[config.mk]
export PLATFORM = sky130hd
export DESIGN_NAME = hex_segment_decoder
export DESIGN_NICKNAME = d
export VERILOG_FILES = /design/src/rtl/hex_segment_decoder.sv
export SDC_FILE = /design/constraint.sdc
export NUM_CORES = 1
export LEC_CHECK = 0
export ABC_CLOCK_PERIOD_IN_PS = 4800
export CORE_ASPECT_RATIO = 0.5
export CORE_UTILIZATION = 34
export DETAILED_ROUTE_END_ITERATION = 7
export GPL_TIMING_DRIVEN = 0
export PLACE_DENSITY_LB_ADDON = 0.2
export SLEW_MARGIN = 20
export SYNTH_ARGS = -nofsm -noshare
export SYNTH_HDL_FRONTEND = slang
export SYNTH_SLANG_ARGS = --single-unit
[constraint.sdc]
create_clock -name clk -period 4.8 [get_ports clk]
set_input_delay 0.96 -clock clk [delete_from_list [all_inputs] [get_ports clk]]
set_output_delay 0.96 -clock clk [all_outputs]
set_load 0.01 [all_outputs]
[src/rtl/hex_segment_decoder.sv]
// Purpose: decode a synchronized, debounced active-low 7-segment pattern back to a digit.
// Latency: commit STABLE_CYCLES+1 edges after hex is sampled; no backpressure, all outputs registered.
// Optional: HEX_SEG_ALPHA_EN adds A-F as digits 10-15.
module hex_segment_decoder #(
   parameter int unsigned STABLE_CYCLES = 4
) (
   input  logic       clk,
   input  logic       reset,
   input  logic [6:0] hex,
   output logic [3:0] value,
   output logic       valid,
   output logic       err,
   output logic       changed
);

   typedef enum logic [1:0] {
      ST_BLANK = 2'b00,
      ST_DIGIT = 2'b01,
      ST_FAULT = 2'b10
   } state_t;

   localparam logic [7:0] STABLE_C  = 8'(STABLE_CYCLES);
   localparam logic [7:0] STABLE_M1 = 8'(STABLE_CYCLES - 1);
   localparam logic [6:0] BLANK_PAT = 7'b1111111;

   logic [6:0] sync1_q, s_q;
   logic [6:0] cand_q, cand_d;
   logic [7:0] cnt_q, cnt_d;
   logic       commit;
   logic [3:0] dec_digit;
   state_t     dec_cls;
   state_t     state_q, state_d;
   logic [3:0] value_q, value_d;
   logic       changed_q, changed_d;

   always_ff @(posedge clk or posedge reset) begin
      if (reset) begin
         sync1_q <= BLANK_PAT;
         s_q     <= BLANK_PAT;
         cand_q  <= BLANK_PAT;
         cnt_q   <= 8'd0;
      end else begin
         sync1_q <= hex;
         s_q     <= sync1_q;
         cand_q  <= cand_d;
         cnt_q   <= cnt_d;
      end
   end

   always_comb begin
      cand_d = cand_q;
      cnt_d  = cnt_q;
      if (s_q != cand_q) begin
         cand_d = s_q;
         cnt_d  = 8'd1;
      end else if (cnt_q < STABLE_C) begin
         cnt_d = cnt_q + 8'd1;
      end
   end

   // A saturated counter sits at STABLE_C, so this fires once per stable run.
   assign commit = (s_q == cand_q) && (cnt_q == STABLE_M1);

   always_comb begin
      dec_digit = 4'd0;
      dec_cls   = ST_FAULT;
      case (cand_q)
         7'b1000000: begin dec_digit = 4'd0;  dec_cls = ST_DIGIT; end
         7'b1111001: begin dec_digit = 4'd1;  dec_cls = ST_DIGIT; end
         7'b0100100: begin dec_digit = 4'd2;  dec_cls = ST_DIGIT; end
         7'b0110000: begin dec_digit = 4'd3;  dec_cls = ST_DIGIT; end
         7'b0011001: begin dec_digit = 4'd4;  dec_cls = ST_DIGIT; end
         7'b0010010: begin dec_digit = 4'd5;  dec_cls = ST_DIGIT; end
         7'b0000010: begin dec_digit = 4'd6;  dec_cls = ST_DIGIT; end
         7'b1111000: begin dec_digit = 4'd7;  dec_cls = ST_DIGIT; end
         7'b0000000: begin dec_digit = 4'd8;  dec_cls = ST_DIGIT; end
         7'b0010000: begin dec_digit = 4'd9;  dec_cls = ST_DIGIT; end
`ifdef HEX_SEG_ALPHA_EN
         7'b0001000: begin dec_digit = 4'd10; dec_cls = ST_DIGIT; end
         7'b0000011: begin dec_digit = 4'd11; dec_cls = ST_DIGIT; end
         7'b1000110: begin dec_digit = 4'd12; dec_cls = ST_DIGIT; end
         7'b0100001: begin dec_digit = 4'd13; dec_cls = ST_DIGIT; end
         7'b0000110: begin dec_digit = 4'd14; dec_cls = ST_DIGIT; end
         7'b0001110: begin dec_digit = 4'd15; dec_cls = ST_DIGIT; end
`endif
         BLANK_PAT:  dec_cls = ST_BLANK;
         default:    dec_cls = ST_FAULT;
      endcase
   end

   always_ff @(posedge clk or posedge reset) begin
      if (reset) begin
         state_q   <= ST_BLANK;
         value_q   <= 4'd0;
         changed_q <= 1'b0;
      end else begin
         state_q   <= state_d;
         value_q   <= value_d;
         changed_q <= changed_d;
      end
   end

   always_comb begin
      state_d = state_q;
      if (commit) begin
         state_d = dec_cls;
      end
   end

   always_comb begin
      value_d   = value_q;
      changed_d = 1'b0;
      if (commit && (dec_cls == ST_DIGIT)) begin
         value_d   = dec_digit;
         changed_d = (state_q != ST_DIGIT) || (dec_digit != value_q);
      end
   end

   // State encoding puts valid/err directly on flop bits.
   assign value   = value_q;
   assign valid   = state_q[0];
   assign err     = state_q[1];
   assign changed = changed_q;

endmodule

==> results of run 1 <==
cells in the final DEF (no fill, tap or decap), types with 2 or more instances in the layout:
| master | instances |
|---|---|
| a21oi_1 | 2 |
| o21ai_0 | 3 |
| nor2_1 | 5 |
| mux2i_1 | 3 |
| clkdlybuf4s50_1 | 15 |
| nor3_1 | 6 |
| clkbuf_8 | 5 |
| xnor2_1 | 12 |
| mux2_4 | 2 |
| and2_1 | 5 |
| clkbuf_1 | 8 |
| nand3_1 | 2 |
| nor4_1 | 4 |
| dfrtp_1 | 15 |
| mux2_2 | 2 |
| inv_1 | 3 |
| nand2_1 | 8 |
| dfstp_2 | 21 |
| a31oi_1 | 2 |
| buf_6 | 7 |
state kept, by name (all words and copies together), names as in the netlist:
signal and count:
state_q 2, s_q 7, changed 1, cand_q 7
cnt_q 8, sync1_q 7, value 4
per-stage QoR:
| step | area [um^2] | total power, W |
|---|---|---|
| after floorplan | 1610 | 0.000364 |
| after global placement | 1850 | 0.000378 |
| after detailed placement | 1850 | 0.000379 |
| after CTS | 1950 | 0.000644 |
| after global routing | 1950 | 0.000662 |
| final | 1950 | 0.000633 |
cell type report:
type	instances	area share (%)
flip-flops and latches	36	47.4
multi-input cells	76	29.0
repair buffers	15	7.68
plain buffers	14	5.38
well taps	66	4.23
clock buffers	6	3.71
clock inverters	2	1.79
inverters	4	0.768
logic make-up (layout without fill, tap and decap cells):
family | Yosys count | after routing
AND/OR/NAND/NOR | 39 | 39
AO/OA/AOI/OAI | 16 | 16
adder cells (fa/ha/maj) | 1 | 1
buffers and inverters | 18 | 41
multiplexers | 7 | 7
flip-flops | 36 | 36
XOR/XNOR | 13 | 13
report_power, final:
part,switching (W),internal (W)
logic,0.0000246,0.0000238
registers,0.00000488,0.000320
clock network,0.000106,0.000154
final timing paths:
path / startpoint / end / slack (ns) / cells after the start
hold reg to reg: sync1_q[3] / s_q[3] / 0.36 / 0
setup reg to reg: cand_q[0] / value[2] / 2.79 / 6
hold / removal: sync1_q[3] / s_q[3] / 0.36 / 0
setup / recovery: value[1] / value[1] / 2.59 / 1
max in group asynchronous: reset / cnt_q[0] / 3.25 / 2
min in group asynchronous: reset / cnt_q[1] / 1.10 / 2
metal layers:
metal | routed length (um) | share of wire (%)
met3 | 94 | 3.8
met5 | 0 | 0
met4 | 53 | 2.1
met1 | 1330 | 53
met2 | 1010 | 41
==> summary.md, run 1 <==
| Metric | Value |
|---|---|
| TritonCTS clock tree | done |
| CP delay by family, top | buffers and inverters |
| Outcome | completed |
| Final core occ | 43.5% |
| Final Non-Filler Cells | 219 |
| Post-CTS Resized | 0 |
| Top cells by instance count after synthesis | 21 x dfstp_2, 15 x dfrtp_1, 12 x xnor2_1, 8 x nand2_1 |
| Postcts setup bufs | 0 |
| Die footprint | 0.00504 mm^2 |
| Crit path largest cell delay | 0.55 ns |
| H-tree Lvls | 2 |
| Area share of fa/ha/maj cells after synthesis | 0.775% |
| Distinct cells, synth | 38 |
| Final setup violation count | 0 |
| Vias in the first global route | 954 |
| Top cells by area, synth | dfstp_2 34%, dfrtp_1 23%, xnor2_1 6.5%, buf_6 4.9%, and2_1 1.9% |
| Busiest layer in global routing | met2 |
| Hold WS | 0.357 ns |
| Mapped Nets | 140 |
| Skew final | 0.0128 ns |
| Slowest CP cell | clkdlybuf4s50_1 |
| Via count | 952 |
| Capturing element type of the critical path | primary output |
| M3 GR Usage | 4.18% |
| Syn avg cell area | 12.4 um^2 |
| Startpoint types | flop |
| Initial antenna violation count | 0 |
| Met2 usage | 16.9% |
| Total negative setup slack | 0 ns |
| Buf/Inv on CP | 1 |
| Clk Latency, worst-skew pair | 0.30 ns |
| Critical path class | reg2out |
| FMAX | 453 MHz |
| Post-Synthesis Cells | 130 |
| Fraction of layout cells with a size suffix above 1 | 32.0% |
| Die Wd | 99.4 um |
| Number of synthesized flops with an enable pin | 0 |
| Setup slack after layout | 2.59 ns |
| DRC viols | 0 |
| CP Data Arrival Time | 1.25 ns |
| VDD IR-drop max | 0.000105 V |
| Sequential cell area | 927 um^2 |
| Mean routed wirelength per cell | 11.3 um |
| Largest net degree at the start of global routing | 37 |
| First-pass GRT wire length | 4.30 mm |
| Worst-path fanout max | 3 |
| Gr ovfl total | 0 |
| Antenna Nets Post-Route | 0 |
| Gp weighted congestion | 0.809 |
| Synth Flop Type | dfstp_2 |
| PortBufs | 15 |
| Top cell type's share of synthesized area | 34.2% |
| DR iter-0 viols | 14 |
| Leak Pwr | 0.788 nW |
| Slew HR | 52.9% |
| Synth Area in Simple Gates | 14.0% |
| Max Slew Vio Count | 0 |
| Top-count cell post-synth | dfstp_2 |
| CTS sink cnt | 36 |
| RSZ-0062 raised after global routing | false |
| Compound-Gate Fraction of Synth Area | 8.22% |
| Drt first pass iters | 4 |
| Total CTS buffers | 5 |
| Sequential area share after synthesis | 57.4% |
| Post-synthesis mux area share | 5.12% |
| Final net count | 162 |
| Chip Height | 50.7 um |
| Final hold violation count | 0 |
| Worst-margin pin slew | 0.705 ns |
| Root Driver | clkbuf_8 |
| Number of inserted diodes | 0 |
| Largest family of logic cells by synthesized area | simple AND/OR/NAND/NOR gates |
| Initial Util | 36.0% |
| Pwr/cell area | 324 mW/mm^2 |
| Post-Synth XOR/XNOR Area | 7.05% |
| Critical path cell sequence | clkdlybuf4s50_1 |
| GRT Resource Usage Total | 11.7% |
| I/O pin count | 16 |
| Met1 Use GR | 14.6% |
| Final worst-path cycle share | 46.0% |
| Row Count | 17 |
| Core Box Area | 0.00449 mm^2 |
| Hold/Removal Path Class | reg2reg |
| CTS clk-pin slew, worst paths | 0.08 ns |
| CTS max path bufs | 2 |
| Minimum clock period | 2.21 ns |
| Ys Warns | 0 |
| Number of max-cap violations | 0 |
| Pre-CTS setup slack | 2.78 ns |
| Required time worst endpoint | 3.84 ns |
| Synth Register Bits | 36 |
| Area of the multi-input gates | 567 um^2 |
| Post-Syn Area | 0.00161 mm^2 |
| Wirelength, routed | 2.48 mm |
| Layout area overhead | 21.1% |
| Dpl hpwl | 1.72 mm |
| Fill cells | 431 |
| Post-synth top area cell | dfstp_2 |
| # hold bufs at CTS | 0 |
| Placed cells | 211 |
| Async SR Flop Fraction | 100% |
| Vias per inst | 4.35 |
No activity file was read; power rests on OpenSTA's default activity.
==> run 2, diff against run 1 <==
--- a/config.mk
+++ b/config.mk
@@ -5,7 +5,7 @@
 export SDC_FILE = /design/constraint.sdc
 export NUM_CORES = 1
 export LEC_CHECK = 0
-export ABC_CLOCK_PERIOD_IN_PS = 4800
+export ABC_CLOCK_PERIOD_IN_PS = 1800
 export CORE_ASPECT_RATIO = 0.5
 export CORE_UTILIZATION = 34
 export DETAILED_ROUTE_END_ITERATION = 7
==> constraint.sdc (replaced) <==
create_clock -name clk -period 1.8 [get_ports clk]
set_input_delay 0.36 -clock clk [delete_from_list [all_inputs] [get_ports clk]]
set_output_delay 0.36 -clock clk [all_outputs]
set_load 0.01 [all_outputs]
==> run 2 against run 1 <==
Cell area is 8.3% higher. Largest power group unchanged. Core utilization is 3.6 points higher. Clock power increased by 130%. The flow now finishes with violations (setup timing). Power rose to 2.6 times the previous value. First-iteration DRC count shrank 7.1%. Worst setup slack got worse by 2.7 ns. Worst hold slack worse by 0.0013 ns. Via count increased by 8.7%. Register-to-register slack worse by 2.9 ns. Sequential share of layout area shrank 3.6 points. Clock-buffer cell count increased by 1. Sequential cell count did not move.
==> summary.md, run 2 (same netlist as run 1, synthesis figures left out) <==
| Metric | Value |
|---|---|
| Outcome | finished with violations |
| Failing checks | setup timing |
| R2R Setup Slk | -0.1 ns |
| Max Slew Vio Count | 0 |
| Setup slack after layout | -0.0951 ns |
| I/O pin count | 16 |
| Drt first pass iters | 4 |
| Final hold violation count | 0 |
| Initial antenna violation count | 0 |
| Slowest CP cell | dfstp_2 |
| Initial Util | 36.0% |
| Gp weighted congestion | 0.811 |
| Number of inserted diodes | 0 |
| Final worst-path cycle share | 105% |
| DR iter-0 viols | 13 |
| Hold/Removal Path Class | reg2reg |
| RSZ-0062 raised after global routing | true |
| First-pass GRT wire length | 4.69 mm |
| R2r endpoint | value[0] |
| Vias in the first global route | 1,014 |
| Slew HR | 51.2% |
| Final core occ | 47.1% |
| Largest net degree at the start of global routing | 37 |
| Commonest non-fill, non-tap cell in the layout | dfstp_2 |
| Vias per inst | 4.48 |
| Layout area overhead | 31.1% |
| Leak Pwr | 0.865 nW |
| VDD IR-drop max | 0.000271 V |
| Wirelength, routed | 2.86 mm |
| Worst-path fanout max | 3 |
| Final net count | 174 |
| Final setup violation count | 5 |
| Startpoint types | flop |
| Worst R2R Start | cand_q[0] |
| Crit path largest cell delay | 0.55 ns |
| Die footprint | 0.00504 mm^2 |
| Capturing element type of the critical path | flop |
| Dpl hpwl | 1.76 mm |
| Worst-margin pin slew | 0.732 ns |
| DRC viols | 0 |
| Critical path cell sequence | or3b_1, a211o_1, a21oi_4, o21ai_4, mux2_4 |
| FMAX | 528 MHz |
| GRT Resource Usage Total | 12.7% |
| Via count | 1,035 |
| Row Count | 17 |
| Critical path class | reg2reg |
| Required time worst endpoint | 1.99 ns |
| # hold bufs at CTS | 0 |
| Origin of the worst min-delay path | sync1_q[5] |
| Antenna Nets Post-Route | 0 |
| Number of max-cap violations | 0 |
| Chip Height | 50.7 um |
| Fill cells | 415 |
| Mean routed wirelength per cell | 12.4 um |
| CTS clk-pin slew, worst paths | 0.08 ns |
| Most frequent cells in the layout | 21 x dfstp_2, 15 x dfrtp_1, 15 x clkdlybuf4s50_1 |
| TritonCTS clock tree | done |
| Core Box Area | 0.00449 mm^2 |
| Skew final | 0.0103 ns |
| Pwr/cell area | 768 mW/mm^2 |
| Total negative setup slack | -0.365 ns |
| CTS max path bufs | 2 |
| Root Driver | clkbuf_8 |
| Worst Setup SP | cand_q[0] |
| Max FFs per register | 8 |
| PortBufs | 15 |
| Fraction of layout cells with a size suffix above 1 | 43.6% |
| Total CTS buffers | 5 |
| Worst Hold Path EP | s_q[5] |
| CTS sink cnt | 36 |
| CP Data Arrival Time | 2.08 ns |
| Largest Register | cnt_q |
| H-tree Lvls | 2 |
| Worst reg2reg path depth | 5 |
| Clk Latency, worst-skew pair | 0.29 ns |
| Minimum clock period | 1.90 ns |
| Gr ovfl total | 0 |
| Hold Path Stages | 0 |
| Die Wd | 99.4 um |
[run 2: cell types whose count changed in the layout (fill, tap and decap cells not counted), moves of 2 or more]
cell     change
xnor2_1      -4
nor4_1       -2
xnor2_2      +4
nor4_2       +2
buf_4       +11
[run 2: worst max-delay path by stage]
| stage | endpoint | slack [ns] | depth (start not counted) |
|---|---|---|---|
| after global placement | value[0] | -0.27 | 6 |
| after CTS | value[0] | -0.18 | 6 |
| after floorplan | value[0] | -0.13 | 6 |
| after detailed placement | value[0] | -0.26 | 6 |
| final | value[0] | -0.1 | 5 |
| after global routing | value[0] | -0.17 | 6 |
[run 2: stage by stage]
stage | total power [W] | hold slack [ns] | setup WS (ns) | cell area [um^2] | std cells
after global routing | 0.00170 | 0.360 | -0.173 | 2120 | 231
after global placement | 0.00101 | 0.346 | -0.265 | 1850 | 211
after CTS | 0.00162 | 0.357 | -0.178 | 2010 | 226
after detailed placement | 0.00101 | 0.347 | -0.255 | 1850 | 211
after floorplan | 0.000972 | 0.345 | -0.128 | 1610 | 130
final | 0.00162 | 0.356 | -0.0951 | 2120 | 231
[run 2: final cells by class]
type                            count  area, um^2  share of cell area (%)
Inverter                            4        15.0                   0.710
Timing Repair Buffer               28         264                    12.5
Tap cell                           66        82.6                    3.90
Clock buffer                        7        86.3                    4.08
Clock inverter                      1        7.51                   0.355
Multi-Input combinational cell     76         636                    30.0
Buffer                             13        97.6                    4.61
Sequential cell                    36         927                    43.8
[run 2: where the power goes]
| group | internal [W] | switching [W] | total (W) |
|---|---|---|---|
| clock network | 0.000311 | 0.000286 | 0.000596 |
| logic | 0.0000831 | 0.0000778 | 0.000161 |
| registers | 0.000853 | 0.0000147 | 0.000868 |
| total | 0.00125 | 0.000378 | 0.00162 |
[run 2: what timing repair did]
action	4_1_cts	5_1_grt
endpoints found under the hold margin	0	0
endpoints found under the setup margin	7	7
buffers inserted	7	6
pin swaps	5	8
resized for setup	2	12
[run 2: layer usage]
metal,track usage [%],wire length [um]
met5,0,0
met4,7.35,69
met3,4.60,117
met2,18.5,1210
met1,16.3,1470
[run 2: critical path, delay by kind of cell, from the launching register on]
| kind | cells | cell delay, ns |
|---|---|---|
| AO/OA/AOI/OAI | 3 | 0.58 |
| AND/OR/NAND/NOR | 1 | 0.36 |
| flip-flops | 1 | 0.55 |
| multiplexers | 1 | 0.29 |
